## config.mk

```make
export PLATFORM = sky130hd
export DESIGN_NAME = jtopl_wrqueue
export DESIGN_NICKNAME = d
export VERILOG_FILES = /design/src/rtl/jtopl_wrqueue_pkg.sv /design/src/rtl/jtopl_wrqueue_fifo.sv /design/src/rtl/jtopl_wrqueue.sv
export SDC_FILE = /design/constraint.sdc
export NUM_CORES = 1
export LEC_CHECK = 0
export BUFFER_PORTS_ARGS = -buffer_cell sky130_fd_sc_hd__buf_2
export CORE_MARGIN = 10
export CORE_UTILIZATION = 55
export CTS_BUF_LIST = sky130_fd_sc_hd__clkbuf_16
export CTS_CLUSTER_SIZE = 8
export DETAILED_ROUTE_END_ITERATION = 10
export PLACE_DENSITY = 0.73
export SYNTH_ARGS = -nofsm -noshare
export SYNTH_HDL_FRONTEND = slang
export SYNTH_HIERARCHICAL = 1
export SYNTH_SLANG_ARGS = --single-unit
export TNS_END_PERCENT = 1
```

## constraint.sdc

```tcl
create_clock -name clk -period 3.8 [get_ports clk]
set_clock_uncertainty 0.2 [all_clocks]
set_input_delay 0.38 -clock clk [delete_from_list [all_inputs] [get_ports clk]]
set_output_delay 0.38 -clock clk [all_outputs]
set_load 0.1 [all_outputs]
```

## src/rtl/jtopl_wrqueue_pkg.sv

```systemverilog
// Shared jtopl timing constants and replay FSM state type.
package jtopl_wrqueue_pkg;

    // YM3812 minimum idle time after each port write, in cen ticks
    localparam int unsigned JTOPL_ADDR_WAIT = 12;
    localparam int unsigned JTOPL_DATA_WAIT = 84;

    typedef enum logic {
        WQ_IDLE = 1'b0,
        WQ_WAIT = 1'b1
    } wq_state_e;

endpackage

```

## src/rtl/jtopl_wrqueue_fifo.sv

```systemverilog
// Generic synchronous FIFO with a combinational head read.
module jtopl_fifo #(
    parameter int unsigned DW = 9,
    parameter int unsigned AW = 3
) (
    input  logic          rst,
    input  logic          clk,
    input  logic          push,
    input  logic          pop,
    input  logic [DW-1:0] wdata,
    output logic [DW-1:0] rdata,
    output logic [AW:0]   count,
    output logic          full,
    output logic          empty
);

    localparam int unsigned DEPTH = 1 << AW;

    logic [DW-1:0] mem [0:DEPTH-1];
    logic [AW-1:0] wr_ptr;
    logic [AW-1:0] rd_ptr;
    logic          wr_en;
    logic          rd_en;

    // a push into a full FIFO lands in the slot being popped on the same clk
    assign wr_en = push & (~full | pop);
    assign rd_en = pop & ~empty;
    assign rdata = mem[rd_ptr];
    assign full  = (count == DEPTH[AW:0]);
    assign empty = (count == '0);

    // storage array, no reset needed
    always_ff @(posedge clk) begin
        if (wr_en) mem[wr_ptr] <= wdata;
    end

    // pointer and occupancy bookkeeping
    always_ff @(posedge clk) begin
        if (rst) begin
            wr_ptr <= '0;
            rd_ptr <= '0;
            count  <= '0;
        end else begin
            if (wr_en) wr_ptr <= wr_ptr + 1'b1;
            if (rd_en) rd_ptr <= rd_ptr + 1'b1;
            case ({wr_en, rd_en})
                2'b10:   count <= count + 1'b1;
                2'b01:   count <= count - 1'b1;
                default: count <= count;
            endcase
        end
    end

endmodule

```

## src/rtl/jtopl_wrqueue.sv

```systemverilog
// CPU write queue in front of jtopl_mmr: captures bus writes and replays them
// paced by the YM3812 address/data wait times.
module jtopl_wrqueue
    import jtopl_wrqueue_pkg::*;
#(
    parameter int unsigned AW        = 3,
    parameter int unsigned ADDR_WAIT = JTOPL_ADDR_WAIT,
    parameter int unsigned DATA_WAIT = JTOPL_DATA_WAIT,
    parameter int unsigned CW        = 8
) (
    input  logic       clk,
    input  logic       rst,
    input  logic       cen,
    input  logic [7:0] cpu_din,
    input  logic       cpu_addr,
    input  logic       cpu_cs_n,
    input  logic       cpu_wr_n,
    output logic       busy,
    output logic       full,
    output logic       ovf,
    output logic [7:0] din,
    output logic       addr,
    output logic       write
);

    logic          we;
    logic          we_l;
    logic          push;
    logic          push_ok;
    logic          pop;
    logic [8:0]    head;
    logic [AW:0]   fcount;
    logic [AW:0]   fcount_next;
    logic          fempty;
    logic          ffull;
    wq_state_e     state;
    logic [CW-1:0] cnt;

    assign we      = ~cpu_cs_n & ~cpu_wr_n;
    assign push    = we & ~we_l;
    assign pop     = (state == WQ_IDLE) & ~fempty;
    assign push_ok = push & (~ffull | pop);
    assign full    = ffull;

    jtopl_fifo #(
        .DW (9),
        .AW (AW)
    ) u_fifo (
        .rst   (rst),
        .clk   (clk),
        .push  (push),
        .pop   (pop),
        .wdata ({cpu_addr, cpu_din}),
        .rdata (head),
        .count (fcount),
        .full  (ffull),
        .empty (fempty)
    );

    // occupancy after this clk, so busy reflects the post-edge state
    always_comb begin
        fcount_next = fcount;
        if (push_ok && !pop)      fcount_next = fcount + 1'b1;
        else if (!push_ok && pop) fcount_next = fcount - 1'b1;
    end

    // write strobe edge detector; reset high so a held strobe needs a release first
    always_ff @(posedge clk) begin
        if (rst) we_l <= 1'b1;
        else      we_l <= we;
    end

    // replay FSM with wait counter, overflow flag and busy
    always_ff @(posedge clk) begin
        if (rst) begin
            state <= WQ_IDLE;
            cnt   <= '0;
            write <= 1'b0;
            din   <= '0;
            addr  <= 1'b0;
            busy  <= 1'b0;
            ovf   <= 1'b0;
        end else begin
            if (push && ffull && !pop) ovf <= 1'b1;
            case (state)
                WQ_IDLE: begin
                    if (!fempty) begin
                        {addr, din} <= head;
                        write       <= 1'b1;
                        cnt         <= head[8] ? CW'(DATA_WAIT) : CW'(ADDR_WAIT);
                        state       <= WQ_WAIT;
                        busy        <= 1'b1;
                    end else begin
                        write <= 1'b0;
                        busy  <= (fcount_next != '0);
                    end
                end
                WQ_WAIT: begin
                    write <= 1'b0;
                    if (cnt == '0) begin
                        state <= WQ_IDLE;
                        busy  <= (fcount_next != '0);
                    end else begin
                        if (cen) cnt <= cnt - 1'b1;
                        busy <= 1'b1;
                    end
                end
                default: state <= WQ_IDLE;
            endcase
        end
    end

endmodule

```

=== Word level (Yosys, flattened, before mapping) ===
Memory sizes are Yosys's and may differ from the RTL's. A register that Yosys moved wholly into a read port is not among the register bits.
Index checks and enable logic that the tools add are counted.

* Add/sub/neg operators: 5
* Equality and inequality tests: 6
* Muxes and demuxes: 19
* Bitwise logic cells: 12
* Reductions and logical operators: 12

{| class="wikitable"
|+ Operators with widths
! operator !! number
|-
| 2-to-1 mux 8 bit || 3
|-
| case mux 8 bit (2 select lines) || 1
|-
| zero test 8 bit || 1
|-
| 2-to-1 mux 4 bit || 2
|-
| case mux 4 bit (2 select lines) || 1
|-
| subtractor 8 x 1 -> 8 bit (second input constant) || 1
|-
| 2-to-1 mux 7 bit || 1
|-
| adder 3 x 1 -> 3 bit (second input constant) || 2
|-
| 2-to-1 mux 1 bit || 6
|-
| 2-to-1 mux 3 bit || 2
|-
| inequality test 2 bit (second input constant) || 3
|-
| inverter 1 bit || 6
|-
| case mux 1 bit (2 select lines) || 3
|-
| AND 1 bit || 5
|-
| adder 4 x 1 -> 4 bit (second input constant) || 1
|-
| equality test 4 bit (second input constant) || 1
|-
| logical AND 1 bit || 4
|-
| zero test 4 bit || 1
|-
| nonzero test 4 bit || 1
|-
| subtractor 4 x 1 -> 4 bit (second input constant) || 1
|-
| AND reduction 3 bit || 1
|-
| equality test 2 x 1 -> 1 bit (second input constant) || 1
|-
| equality test 2 bit (second input constant) || 1
|-
| zero test 1 bit || 2
|-
| 3 further kinds || 3
|}

* Flip-flop bits (word level): 32
* Bits in writable memories: 72
* Input bits: 14
* Output and inout bits: 13
* Logic and storage cells: 66
* Memories: 1

{| class="wikitable"
|+ Memory list
! name !! words !! width !! read ports !! clocked after memory_dff !! wr ports !! line !! text
|-
| u_fifo.mem || 8 || 9 || 1 || 1 || 1 || jtopl_wrqueue_fifo.sv:19 || <nowiki>logic [DW-1:0] mem [0:DEPTH-1];</nowiki>
|}

=== Logic depth before layout (Yosys ltp) ===
Gate-level depths: netlist of the first run.

* Depth in word-level cells: 12
* Mapped depth: 14
* Mapped depth without buffers: 11

=== Cells and area by module ===
Netlist of the first run, hierarchy kept.

{| class="wikitable"
|+ By module, submodules not included
! module !! instances !! cells an instance !! area each (um^2)
|-
| jtopl_fifo || 1 || 177 || 3,372.0
|-
| jtopl_wrqueue || 1 || 121 || 1,019.7
|}

=== Worst setup path before layout of the first run ===
Ideal clock, no wire load.

* Kind: flip-flop to flip-flop
* From: register u_fifo.count[0]
* To: register u_fifo.count[3]
* Library setup time: 0.121 ns
* Arrival: 3.022 ns
* Required time: 3.479 ns
* Path slack: 0.457 ns
* Stages on the path, launching flop included: 11
* Buffers on the path: 2
* Period minus slack after synthesis: 3.343 ns
* Path through: dfxtp_1 nor4_1 or2_2 buf_4 inv_1 buf_1 o41a_1 ha_1 or3_1 o32ai_1 mux2_2

{| class="wikitable"
|+ RTL lines
! what !! line !! text
|-
| start: declaration || jtopl_wrqueue_fifo.sv:12 || <nowiki>output logic [AW:0] count,</nowiki>
|-
| start signal: assignment || jtopl_wrqueue_fifo.sv:47 || <nowiki>2'b10: count <= count + 1'b1;</nowiki>
|-
| start signal: assignment || jtopl_wrqueue_fifo.sv:48 || <nowiki>2'b01: count <= count - 1'b1;</nowiki>
|-
| start signal: assignment || jtopl_wrqueue_fifo.sv:49 || <nowiki>default: count <= count;</nowiki>
|-
| zero test 4 bit * || jtopl_wrqueue_fifo.sv:30 || <nowiki>assign empty = (count == '0);</nowiki>
|-
| net fempty || jtopl_wrqueue.sv:34 || <nowiki>logic fempty;</nowiki>
|-
| inverter 1 bit (no line) * || - ||
|-
| AND 1 bit * || jtopl_wrqueue.sv:41 || <nowiki>assign pop = (state == WQ_IDLE) & ~fempty;</nowiki>
|-
| net pop || jtopl_wrqueue.sv:30 || <nowiki>logic pop;</nowiki>
|-
| AND 1 bit * || jtopl_wrqueue_fifo.sv:27 || <nowiki>assign rd_en = pop & ~empty;</nowiki>
|-
| net u_fifo.rd_en || jtopl_wrqueue_fifo.sv:23 || <nowiki>logic rd_en;</nowiki>
|-
| equality test 2 x 1 -> 1 bit or equality test 2 bit (tied branches) || jtopl_wrqueue_fifo.sv:46 || <nowiki>case ({wr_en, rd_en})</nowiki>
|-
| case mux 4 bit (2 select lines) or nonzero test 2 bit (tied branches) || - ||
|}

The timed path passes the listed nets; every way through them passes the cells marked *.
A chain may end at the register's enable or synchronous reset.

=== Final worst setup path of the first run ===
* From: register u_fifo.count[1]
* To: register u_fifo.count[3]

{| class="wikitable"
|+ RTL lines
! what !! line
|-
| zero test 4 bit * || jtopl_wrqueue_fifo.sv:30
|-
| net fempty || jtopl_wrqueue.sv:34
|-
| inverter 1 bit (no line) * || -
|-
| AND 1 bit || jtopl_wrqueue.sv:41
|-
| AND 1 bit * || jtopl_wrqueue_fifo.sv:27
|-
| net u_fifo.rd_en || jtopl_wrqueue_fifo.sv:23
|-
| equality test 2 x 1 -> 1 bit or equality test 2 bit (tied branches) || jtopl_wrqueue_fifo.sv:46
|-
| case mux 4 bit (2 select lines) or nonzero test 2 bit (tied branches) || -
|}

Marked as above.

==> results.md, run 1 <==
* Slowest-stage cell, CP: dfxtp_1
* Reg2reg end: u_fifo/count[3]$_SDFFE_PP0P_
* Outcome: completed
* DR pass1 iterations at 4
* PwrDens at 475 mW/mm^2
* Synth warn at 6
* Initial DRC count at 116
* Die height at 109 um
* Distinct cell type count after synthesis at 45
* Crit. End Element: flip-flop
* DRC viols at 0
* GRT Total Usage at 14.2%
* Largest area contributor in the netlist: edfxtp_1
* R2R cell count at 8
* Final setup viols at 0
* Clk slew on worst S/H paths at 0.07 ns
* Layout cells sized above 1 at 25.8%
* Sequential fraction of the synthesis area at 65.2%
* Synth async-reset ratio at 0%
* Final net count at 355
* Mapped cell area at 0.00439 mm^2
* Initial Util at 56.5%
* Clock root cell: clkbuf_16
* Worst-path fanout max at 17
* Detailed-route via count at 2513
* Final instance area at 0.00495 mm^2
* P&R area growth vs syn at 12.6%
* Startpoint types: flip-flop
* CTS tree: yes
* Area after DPL at 0.00465 mm^2
* Crit path cell chain: nor4_1 -> or2_2 -> inv_1 -> o41a_1 -> ha_1 -> or3_1 -> o32ai_1 -> mux2_2
* Pin count of the biggest net entering global routing at 35
* Core footprint at 0.00777 mm^2
* Diodes inserted at 0
* Post-synth EDFFs at 72
* DRT antenna net count at 0
* Register area at 0.00286 mm^2
* Die X-Extent at 109 um
* Main synth FF type: edfxtp_1
* Fin. max-slew vios at 0
* Number of I/O pins at 27
* WS Path Type: flip-flop to flip-flop
* Min Tclk post-route at 3.21 ns
* Worst path max stage delay at 0.58 ns
* Top cells by count, synth: edfxtp_1, dfxtp_1, nand2_1
* Number of cells on the worst hold path at 2
* Worst R2R Setup Slack at 0.59 ns
* GR Overflow Total at 0
* Final period util at 84.5%
* Port Buf Inserts at 26
* Critical path required time at 3.83 ns
* #FFs+latches synth at 107
* Clk sink count at 107
* Count leader, synth: edfxtp_1
* Final Hold Viols at 0
* Peak VDD IR at 280 uV
* Setup TNS at 0 ns
* Worst hold endpoint: we_l$_SDFF_PP1_
* Routed WL at 8090 um
* Filler cells at 566
* Antenna violations before repair at 0
* CTS H-Tree Depth at 3
* Syn_nets at 321
* Leak Pwr at 1.70 nW
* RSZ-0062 raised after global routing: false
* Number of max-cap violations at 0
* Vias per cell at 5.72
* Syn avg cell area at 14.7 um^2
* Final HPWL DP at 5290 um
* Die area at 0.0120 mm^2
* Post-CTS Hold Fix Bufs at 0
* Number of clock buffers inserted by TritonCTS at 9
* Hold wc startpoint: cpu_cs_n
* Max_slew headroom at 39.1%
* Placer Congestion at 0.774
* First-pass GRT wire length at 12800 um
* Row cnt at 32
* Cells after Synth at 298
* Vias in the first global route at 2456
* Top post-synthesis cells by area: edfxtp_1, dfxtp_1, mux4_2
* Multi-input logic area at 0.00143 mm^2
* Later-pin clock latency in the skew report at 0.34 ns
* Critical path arrival at 3.25 ns
* CTS resizes at 0
* CTS max path bufs at 2
* RR Startpoint: u_fifo/count[1]$_SDFFE_PP0P_
* Min-delay worst type: input pin to flip-flop
* Post-CTS Setup Bufs at 0
* Fmax at 0.311 GHz
* Drt wl/cell at 18.4 um
* Slew @ Worst Pin at 0.910 ns
* Synth top area share at 49.2%
==> final cells by class <==
class	count	area share, %
Tap cell	102	2.58
Multi-Input combinational cell	172	28.9
Clock inverter	7	1.52
Clock buffer	9	4.55
Sequential cell	107	57.9
Timing Repair Buffer	36	4.15
Inverter	6	0.455
==> critical path, delay by kind of cell (launching register included) <==
kind	cells	cell delay [ns]
simple gates	3	0.96
fa+ha+maj	1	0.35
compound gates	2	0.47
buf+inv	1	0.19
flops	1	0.58
mux	1	0.37
==> cell families (layout without fill, tap and decap cells) <==
family                     count (synthesis)  count (layout)  share of synthesized area, %
DFF                                      107             107                          65.2
and+or+nand+nor                           78              78                          8.52
AOI/OAI and AO/OA                         42              42                          6.44
buffers and inverters                     19              58                          2.28
xor gates and xnor gates                   9               9                          1.79
adders and majority gates                  9               9                          2.56
muxes                                     34              34                          13.2
==> per-layer routing <==
metal / track usage (%) / vias to the layer above / wire, um
li1: - / 1196 / -
met1: 19.0 / 1243 / 3640
met2: 21.9 / 66 / 3830
met3: 3.57 / 8 / 531
met4: 5.58 / 0 / 89
met5: 0 / - / 0
==> placed cells by master (no fill, tap or decap), types with 2 or more instances in the layout <==
cell       Yosys  final
buf_4          3     10
o311ai_0       2      2
o211ai_1       4      4
nor2_1        24     24
nor4_1         2      2
or2_2          2      2
inv_1          6      7
a31oi_1        3      3
mux2_2        12     12
clkbuf_16      0      9
mux4_2        18     18
o31ai_1        2      2
nor3_1         7      7
buf_2          2     26
xor2_1         7      7
or3_1          3      3
edfxtp_1      72     72
nand2_1       25     25
mux2i_1        4      4
nor2b_1        4      4
ha_1           9      9
a21oi_1       18     18
xnor2_1        2      2
nand2b_1       3      3
dfxtp_1       35     35
inv_6          0      2
o21ai_0        4      4
==> state kept, by name, indices dropped and copies added, names as in the netlist, named ones only <==
signal / count
addr: 1
busy: 1
cnt: 8
din: 8
ovf: 1
state: 1
u_fifo/count: 4
u_fifo/mem: 72
u_fifo/rd_ptr: 3
u_fifo/wr_ptr: 3
we_l: 1
write: 1
==> stage by stage <==
| stage | util (%) | hold slack (ns) | cells | setup slack, ns | power [mW] |
|---|---|---|---|---|---|
| detailed placement | 59.8 | 0.247 | 423 | 0.601 | 1.44 |
| global placement | 59.8 | 0.241 | 423 | 0.699 | 1.44 |
| finish | 63.7 | 0.0320 | 439 | 0.587 | 2.35 |
| floorplan | - | 0.259 | 298 | 0.457 | 1.41 |
| CTS | 63.7 | 0.0284 | 439 | 0.585 | 2.36 |
| global route | 63.7 | 0.0419 | 439 | 0.312 | 2.42 |
==> worst max-delay path by stage <==
stage	slack (ns)	endpoint	from
floorplan	0.46	u_fifo/count[3]$_SDFFE_PP0P_	u_fifo/count[0]$_SDFFE_PP0P_
global placement	0.70	u_fifo/count[3]$_SDFFE_PP0P_	u_fifo/count[0]$_SDFFE_PP0P_
detailed placement	0.60	u_fifo/count[3]$_SDFFE_PP0P_	u_fifo/count[0]$_SDFFE_PP0P_
CTS	0.59	u_fifo/count[3]$_SDFFE_PP0P_	u_fifo/count[0]$_SDFFE_PP0P_
global route	0.31	u_fifo/count[3]$_SDFFE_PP0P_	u_fifo/count[0]$_SDFFE_PP0P_
finish	0.59	u_fifo/count[3]$_SDFFE_PP0P_	u_fifo/count[1]$_SDFFE_PP0P_
==> report_power, final <==
group / switching (mW) / internal (mW) / leakage (nW)
clock: 0.415 / 0.517 / 0.150
sequential: 0.0143 / 1.26 / 0.932
combinational: 0.106 / 0.0415 / 0.624
(Power assumes the default switching activity.)
==> run 2: changes to the inputs <==
--- a/config.mk
+++ b/config.mk
@@ -5,13 +5,14 @@
 export SDC_FILE = /design/constraint.sdc
 export NUM_CORES = 1
 export LEC_CHECK = 0
+export ABC_AREA = 1
 export BUFFER_PORTS_ARGS = -buffer_cell sky130_fd_sc_hd__buf_2
 export CORE_MARGIN = 10
-export CORE_UTILIZATION = 55
+export CORE_UTILIZATION = 54
 export CTS_BUF_LIST = sky130_fd_sc_hd__clkbuf_16
 export CTS_CLUSTER_SIZE = 8
 export DETAILED_ROUTE_END_ITERATION = 10
-export PLACE_DENSITY = 0.73
+export PLACE_DENSITY = 0.75
 export SYNTH_ARGS = -nofsm -noshare
 export SYNTH_HDL_FRONTEND = slang
 export SYNTH_HIERARCHICAL = 1
==> constraint.sdc (replaced) <==
create_clock -name clk -period 2.6 [get_ports clk]
set_clock_uncertainty 0.2 [all_clocks]
set_input_delay 0.26 -clock clk [delete_from_list [all_inputs] [get_ports clk]]
set_output_delay 0.26 -clock clk [all_outputs]
set_load 0.1 [all_outputs]
==> results.md, run 2 <==
* CTS H-Tree Depth at 3 (unchanged)
* Row cnt at 33 (+3.1%)
* Vias in the first global route at 3165 (+29%)
* Register area at 0.00286 mm^2 (about the same)
* Peak VDD IR at 544 uV (+94%)
* Startpoint types: flip-flop
* Number of clock buffers inserted by TritonCTS at 9 (unchanged)
* Synth async-reset ratio at 0% (unchanged)
* Reg2reg end: u_fifo/count[2]$_SDFFE_PP0P_
* Fmax at 0.417 GHz (+34%)
* CTS tree: yes
* Synth Area in Compound Gates at 8.97% (+2.5 points)
* Final setup viols at 0 (unchanged)
* Slowest-stage cell, CP: dfxtp_2
* Final period util at 92.2% (+7.7 points)
* Drt wl/cell at 15.3 um (-17%)
* Sequential fraction of the synthesis area at 62.0% (-3.2 points)
* Pre-CTS WS at 0.177 ns (-0.424 ns)
* Final instance area at 0.00529 mm^2 (+6.9%)
* Syn avg cell area at 10.1 um^2 (-31%)
* Top cells by count, synth: nand2_1, edfxtp_1, nor2_1
* GRT Total Usage at 15.4% (+1.2 points)
* Post-synthesis adder-cell area fraction at 2.44% (-0.12 points)
* Worst setup path endpoint: u_fifo/count[2]$_SDFFE_PP0P_
* P&R area growth vs syn at 14.6%
* Die X-Extent at 112 um (+2.8%)
* Filler cells at 628 (+11%)
* RR Startpoint: u_fifo/count[3]$_SDFFE_PP0P_
* Top routing layer in use: met4
* Crit path cell chain: inv_1 -> nand3_1 -> inv_1 -> nor2_2 -> inv_1 -> nand4_2 -> nand2_4 -> ha_1 -> nor2_1 -> nor2_2 -> ha_1 -> a21oi_1 -> xnor2_1 -> o21ai_0 -> inv_1
* Number of I/O pins at 27 (unchanged)
* Port Buf Inserts at 26 (unchanged)
* Setup ws final at 0.203 ns (-0.385 ns)
* CP startpoint: u_fifo/count[3]$_SDFFE_PP0P_
* Most frequent cells in the layout: nand2_1, edfxtp_1, nor2_1
* Vias per cell at 5.30 (-7.5%)
* #FFs+latches synth at 107 (unchanged)
* Part of the power in registers at 38.6% (-16 points)
* DRT antenna net count at 0 (unchanged)
* Internal power at 3.27 mW (+80%)
* Switching part of the total at 40.8% (+18 points)
* Most flop-heavy register: u_fifo/mem
* Worst-path fanout max at 8 (-9)
* Min-delay worst type: input pin to flip-flop
* Clk slew on worst S/H paths at 0.07 ns (about the same)
* Multi-input logic area at 0.00154 mm^2 (+7.6%)
* DR WL met3 at 544 um (+2.4%)
* Mapped cell area at 0.00462 mm^2 (+5.1%)
* Die area at 0.0126 mm^2 (+5.7%)
* Met1 WL at 3920 um (+7.8%)
* First-pass GRT wire length at 15700 um (+22%)
* Max reg flops at 72 (unchanged)
* Top post-synthesis cells by area: edfxtp_1, dfxtp_1, nand2_1
* Distinct cell type count after synthesis at 35 (-22%)
* Mux contribution to synthesized area at 1.95% (-11 points)
* Final HPWL DP at 6160 um (+17%)
* Synth Area in XOR/XNOR at 0.949% (-0.85 points)
* Initial Util at 55.9% (-0.65 points)
* Diodes inserted at 0 (unchanged)
* CTS max path bufs at 2 (unchanged)
* Min Tclk post-route at 2.40 ns (-0.815 ns)
* Detailed-route via count at 3252 (+29%)
* Top Registers: u_fifo/mem (72), cnt (8), din (8)
* Max_slew headroom at 67.9% (+29 points)
* Area after DPL at 0.00492 mm^2 (+6.0%)
* DR pass1 iterations at 5 (+1)
* RSZ-0062 raised after global routing: false
* Gate power share at 37.9% (+32 points)
* Most frequent cell on the critical path: inv_1
* Routed WL at 9410 um (+16%)
* Final net count at 527 (+48%)
* Layout cells sized above 1 at 15.3% (-10 points)
* Core footprint at 0.00826 mm^2 (+6.3%)
* Leak Pwr at 2.13 nW (+25%)
* Placer Congestion at 0.822 (+6.2%)
* Main synth FF type: edfxtp_1
* Worst R2R Setup Slack at 0.20 ns (-0.38 ns)
* GR Overflow Total at 0 (unchanged)
* Count leader, synth: nand2_1
* Fin. max-slew vios at 0 (unchanged)
* Initial DRC count at 263 (+130%)
* Synth Area in Simple Gates at 18.7% (+10 points)
* Synth top area share at 46.8% (-2.4 points)
* Die height at 112 um (+2.8%)
* Worst path max stage delay at 0.37 ns (-0.21 ns)
* Largest family of logic cells by synthesized area: simple AND/OR/NAND/NOR gates
* Pin count of the biggest net entering global routing at 28 (-20%)
* Clk sink count at 107 (unchanged)
* Post-CTS Setup Bufs at 0 (unchanged)
* Antenna violations before repair at 0 (unchanged)
* Critical path arrival at 2.43 ns (-0.82 ns)
* Syn_nets at 480 (+50%)
* Setup TNS at 0 ns (unchanged)
* Slew @ Worst Pin at 0.480 ns (-0.430 ns)
* Post-synth EDFFs at 72 (unchanged)
* Synth warn at 6 (unchanged)
* Clock root cell: clkbuf_16
* Critical path required time at 2.63 ns (-1.20 ns)
* Largest area contributor in the netlist: edfxtp_1
* NetSw at 2.25 mW (+320%)
* Clock power frac at 23.4% (-16 points)
* Met2 wire length at 4810 um (+26%)
* WS Path Type: flip-flop to flip-flop
* Later-pin clock latency in the skew report at 0.34 ns (about the same)
* Outcome: completed
* Most common cell after layout, fill and taps aside: nand2_1
* PwrDens at 1040 mW/mm^2 (+120%)
* R2R cell count at 15 (+7)
* Cells after Synth at 457 (+53%)
* Final Hold Viols at 0 (unchanged)
* DRC viols at 0 (unchanged)
* Number of max-cap violations at 0 (unchanged)
* Crit. End Element: flip-flop
* Final worst hold slack at 0.00625 ns (-0.0257 ns)
run 2: changes by cell type in the layout (fill, tap and decap cells not counted), sizes merged, moves of 5 or more:
cell / before / now
nand3: 1 / 25
xor2: 7 / 2
mux2: 12 / 0
o21ai: 5 / 50
inv: 10 / 37
clkinv: 1 / 6
nand2: 25 / 92
buf: 36 / 42
mux4: 18 / 0
nor2: 24 / 74
nor3: 7 / 0
dlygate4sd3: 0 / 8
o22ai: 1 / 10
mux2i: 4 / 9
run 2: final cells by class:
type                    instances  area share (%)
inverters                      37            2.67
well taps                     105            2.48
flip-flops and latches        107            54.1
multi-input cells             299            29.1
repair buffers                 50            6.24
clock buffers                   9            4.26
clock inverters                 7            1.14
run 2: logic make-up after synthesis:
logic type | Yosys count
AND/OR/NAND/NOR | 198
flip-flops | 107
AO/OA/AOI/OAI | 78
buffers and inverters | 51
multiplexers | 9
adder cells (fa/ha/maj) | 9
XOR/XNOR | 5
run 2: routing by layer:
metal  track usage, %  vias up
li1                 -     1641
met1             18.8     1516
met2             26.2       84
met3             3.35       11
met4             5.50        0
met5                0        -
run 2: what timing repair did:
action | CTS | global route
hold buffers | 8 | 0
hold endpoints to repair | 49 | 0
resized for setup | 0 | 1
setup endpoints to repair | 0 | 1
run 2: critical path: cells and delay by family, from the launching register on:
kind | cells | cell delay (ns)
AND/OR/NAND/NOR | 6 | 0.62
adder cells (fa/ha/maj) | 2 | 0.43
flip-flops | 1 | 0.37
XOR/XNOR | 1 | 0.09
buffers and inverters | 4 | 0.27
AO/OA/AOI/OAI | 2 | 0.31
run 2: power by group through the flow:
stage / logic, mW / registers [mW] / clock network, mW
2_1_floorplan: 1.09 / 2.76 / 0
6_report: 2.09 / 2.13 / 1.29
3_3_place_gp: 2.03 / 2.16 / 0
3_5_place_dp: 2.08 / 2.16 / 0
4_1_cts: 2.10 / 2.13 / 1.31
5_1_grt: 2.30 / 2.15 / 1.40
run 2: worst min path at each step:
stage               slack [ns]                             to  cells after the start                start
CTS                     0.0006     u_fifo/mem[1][6]$_DFFE_PP_                      1           cpu_din[6]
floorplan                 0.12  u_fifo/wr_ptr[0]$_SDFFE_PP0P_                      1                  rst
global placement          0.21            cnt[0]$_SDFFE_PP0P_                      1  cnt[0]$_SDFFE_PP0P_
detailed placement        0.25            cnt[0]$_SDFFE_PP0P_                      1  cnt[0]$_SDFFE_PP0P_
finish                   0.006     u_fifo/mem[6][8]$_DFFE_PP_                      1             cpu_addr
global route             0.005     u_fifo/mem[1][6]$_DFFE_PP_                      1           cpu_din[6]
run 2: stage by stage:
stage / utilization (%) / std cells / total power [mW]
detailed placement: 59.6 / 590 / 4.24
finish: 64.1 / 614 / 5.51
CTS: 64.0 / 614 / 5.54
floorplan: - / 457 / 3.85
global route: 64.1 / 614 / 5.85
global placement: 59.6 / 590 / 4.18
==> run 3: changes to the inputs <==
--- a/config.mk
+++ b/config.mk
@@ -13,6 +13,7 @@
 export CTS_CLUSTER_SIZE = 8
 export DETAILED_ROUTE_END_ITERATION = 10
 export PLACE_DENSITY = 0.75
+export SETUP_SLACK_MARGIN = 0.4
 export SYNTH_ARGS = -nofsm -noshare
 export SYNTH_HDL_FRONTEND = slang
 export SYNTH_HIERARCHICAL = 1
==> results.md, run 3 (synthesized netlist as in run 2, its figures left out) <==
* GRT busiest layer: met2
* Clk sink count at 107 (unchanged)
* Final worst hold slack at -0.00569 ns (-0.0119 ns)
* GR Overflow Total at 0 (unchanged)
* Crit. End Element: flip-flop
* Clk slew on worst S/H paths at 0.06 ns (about the same)
* Vias per cell at 5.48 (+3.5%)
* Reg2reg end: u_fifo/count[2]$_SDFFE_PP0P_
* Outcome: finished, violations left
* Part of the power in registers at 37.1% (-1.5 points)
* Slew @ Worst Pin at 0.491 ns (+0.0111 ns)
* Number of I/O pins at 27 (unchanged)
* Failing checks: hold timing
* Hold wc startpoint: cpu_din[2]
* Filler cells at 624 (-0.64%)
* Max reg flops at 72 (unchanged)
* Worst setup path endpoint: u_fifo/mem[0][5]$_DFFE_PP_
* Fin. max-slew vios at 0 (unchanged)
* Number of clock buffers inserted by TritonCTS at 9 (unchanged)
* Final std cells w/o fill at 619 (+0.81%)
* Vias in the first global route at 3222 (+1.8%)
* Number of max-cap violations at 0 (unchanged)
* Top Registers: u_fifo/mem (72), cnt (8), din (8)
* Final period util at 84.1% (-8.1 points)
* Layout cells sized above 1 at 20.6% (+5.3 points)
* RR Startpoint: u_fifo/count[1]$_SDFFE_PP0P_
* Die height at 112 um (unchanged)
* Fmax at 0.458 GHz (+9.7%)
* Antenna violations before repair at 0 (unchanged)
* Critical path required time at 2.44 ns (-0.19 ns)
* Internal power at 3.45 mW (+5.8%)
* Max_slew headroom at 67.2% (-0.74 points)
* Initial Util at 55.9% (unchanged)
* R2R cell count at 16 (+1)
* Detailed-route via count at 3393 (+4.3%)
* Final setup viols at 0 (unchanged)
* Met2 GRT Util at 27.0% (+0.73 points)
* Multi-input logic area at 0.00160 mm^2 (+4.2%)
* Peak VDD IR at 478 uV (-12%)
* First-pass GRT wire length at 15800 um (+0.97%)
* RSZ-0062 raised after global routing: true
* Area after DPL at 0.00492 mm^2 (unchanged)
* Clock power frac at 24.1% (+0.7 points)
* CTS max path bufs at 2 (unchanged)
* Later-pin clock latency in the skew report at 0.34 ns (about the same)
* CP startpoint: cpu_cs_n
* Worst R2R Setup Slack at 0.48 ns (+0.28 ns)
* Setup TNS at 0 ns (unchanged)
* Final Util at 65.8% (+1.7 points)
* Initial DRC count at 190 (-28%)
* GRT Total Usage at 15.4% (about the same)
* Final net count at 533 (+1.1%)
* Final Hold Viols at 8 (+8)
* Grt met1 use at 17.8% (-1.0 points)
* DRT antenna net count at 0 (unchanged)
* Switching part of the total at 40.2% (-0.55 points)
* Final HPWL DP at 6150 um (-0.16%)
* Port Buf Inserts at 26 (unchanged)
* Critical path arrival at 2.03 ns (-0.40 ns)
* Most flop-heavy register: u_fifo/mem
* Routed WL at 10000 um (+6.5%)
* Most common cell after layout, fill and taps aside: nand2_1
* DRC viols at 0 (unchanged)
* Placed cell count at 589 (-0.17%)
* PwrDens at 1060 mW/mm^2 (+2.0%)
* Min-delay worst type: input pin to flip-flop
* Clock root cell: clkbuf_16
* CTS tree: yes
* Number of cells on the worst hold path at 1 (unchanged)
* DR pass1 iterations at 4 (-1)
* Die X-Extent at 112 um (unchanged)
* Worst-path fanout max at 9 (+1)
* CTS H-Tree Depth at 3 (unchanged)
* Register area at 0.00288 mm^2 (+0.48%)
* Min Tclk post-route at 2.19 ns (-0.212 ns)
* Met3 GRT Util at 2.93% (-0.43 points)
* Most frequent cells in the layout: nand2_1, edfxtp_1, nor2_1
* Row cnt at 33 (unchanged)
* Die area at 0.0126 mm^2 (unchanged)
* Leak Pwr at 2.18 nW (+2.2%)
* NetSw at 2.32 mW (+3.4%)
* Pin count of the biggest net entering global routing at 33 (+18%)
* Drt wl/cell at 16.2 um (+5.7%)
* P&R area growth vs syn at 17.7%
* Startpoint types: input pin
* Gate power share at 38.8% (+0.9 points)
* Core footprint at 0.00826 mm^2 (unchanged)
* Placer Congestion at 0.821 (-0.18%)
* Final instance area at 0.00543 mm^2 (+2.7%)
* Diodes inserted at 0 (unchanged)
* Pre-CTS WS at 0.172 ns (-0.00436 ns)
* Total chip power at 5.78 mW (+4.8%)
* WS Path Type: input pin to flip-flop
* Setup ws final at 0.415 ns (+0.212 ns)
[run 3: cell count changes in the layout (fill, tap and decap cells not counted), moves of 3 or more]
| cell | previous run | this run |
|---|---|---|
| buf_4 | 16 | 23 |
| inv_1 | 32 | 26 |
| inv_2 | 4 | 10 |
| dfxtp_4 | 0 | 4 |
| nor2_4 | 1 | 5 |
| dfxtp_1 | 34 | 31 |
| ha_1 | 9 | 6 |
[run 3: layer usage]
layer / up-vias / routed length [um] / share of wire [%]
met5: - / 0 / 0
met4: 0 / 256 / 2.6
met1: 1630 / 4140 / 41
li1: 1655 / - / -
met2: 86 / 5120 / 51
met3: 22 / 498 / 5.0
[run 3: area by class of cell]
type | instances | area share (%)
flip-flops and latches | 107 | 53.0
multi-input cells | 299 | 29.5
repair buffers | 56 | 6.88
clock buffers | 9 | 4.14
inverters | 37 | 2.60
well taps | 105 | 2.42
clock inverters | 6 | 1.52
[run 3: worst min-delay path by stage]
stage                                         end  slack [ns]
finish                 u_fifo/mem[5][2]$_DFFE_PP_      -0.006
global route           u_fifo/mem[1][6]$_DFFE_PP_       0.009
CTS                    u_fifo/mem[4][2]$_DFFE_PP_       0.002
detailed placement            cnt[0]$_SDFFE_PP0P_        0.23
global placement              cnt[0]$_SDFFE_PP0P_        0.21
floorplan           u_fifo/wr_ptr[0]$_SDFFE_PP0P_        0.12
[run 3: critical path: stages]
cell and delay (ns):
dlygate4sd3_1 0.54, buf_2 0.14, nor2_2 0.09, nand2_2 0.09, inv_2 0.11, nand2_4 0.07, buf_4 0.15, or2_4 0.26
nor2_1 0.10, buf_4 0.22
[run 3: power by group through the flow]
stage                     logic, mW  registers, mW  clock network (mW)
after floorplan                1.09           2.77                   0
after global placement         1.99           2.19                   0
after detailed placement       2.03           2.19                   0
after CTS                      2.15           2.14                1.41
after global routing           2.44           2.16                1.48
final                          2.24           2.14                1.39
[run 3: repair_timing]
item	CTS	global route
buffers inserted	7	2
endpoints found under the setup margin	3	75
hold buffers	6	0
endpoints found under the hold margin	30	0
gates resized for setup	10	16
pin swaps	2	6
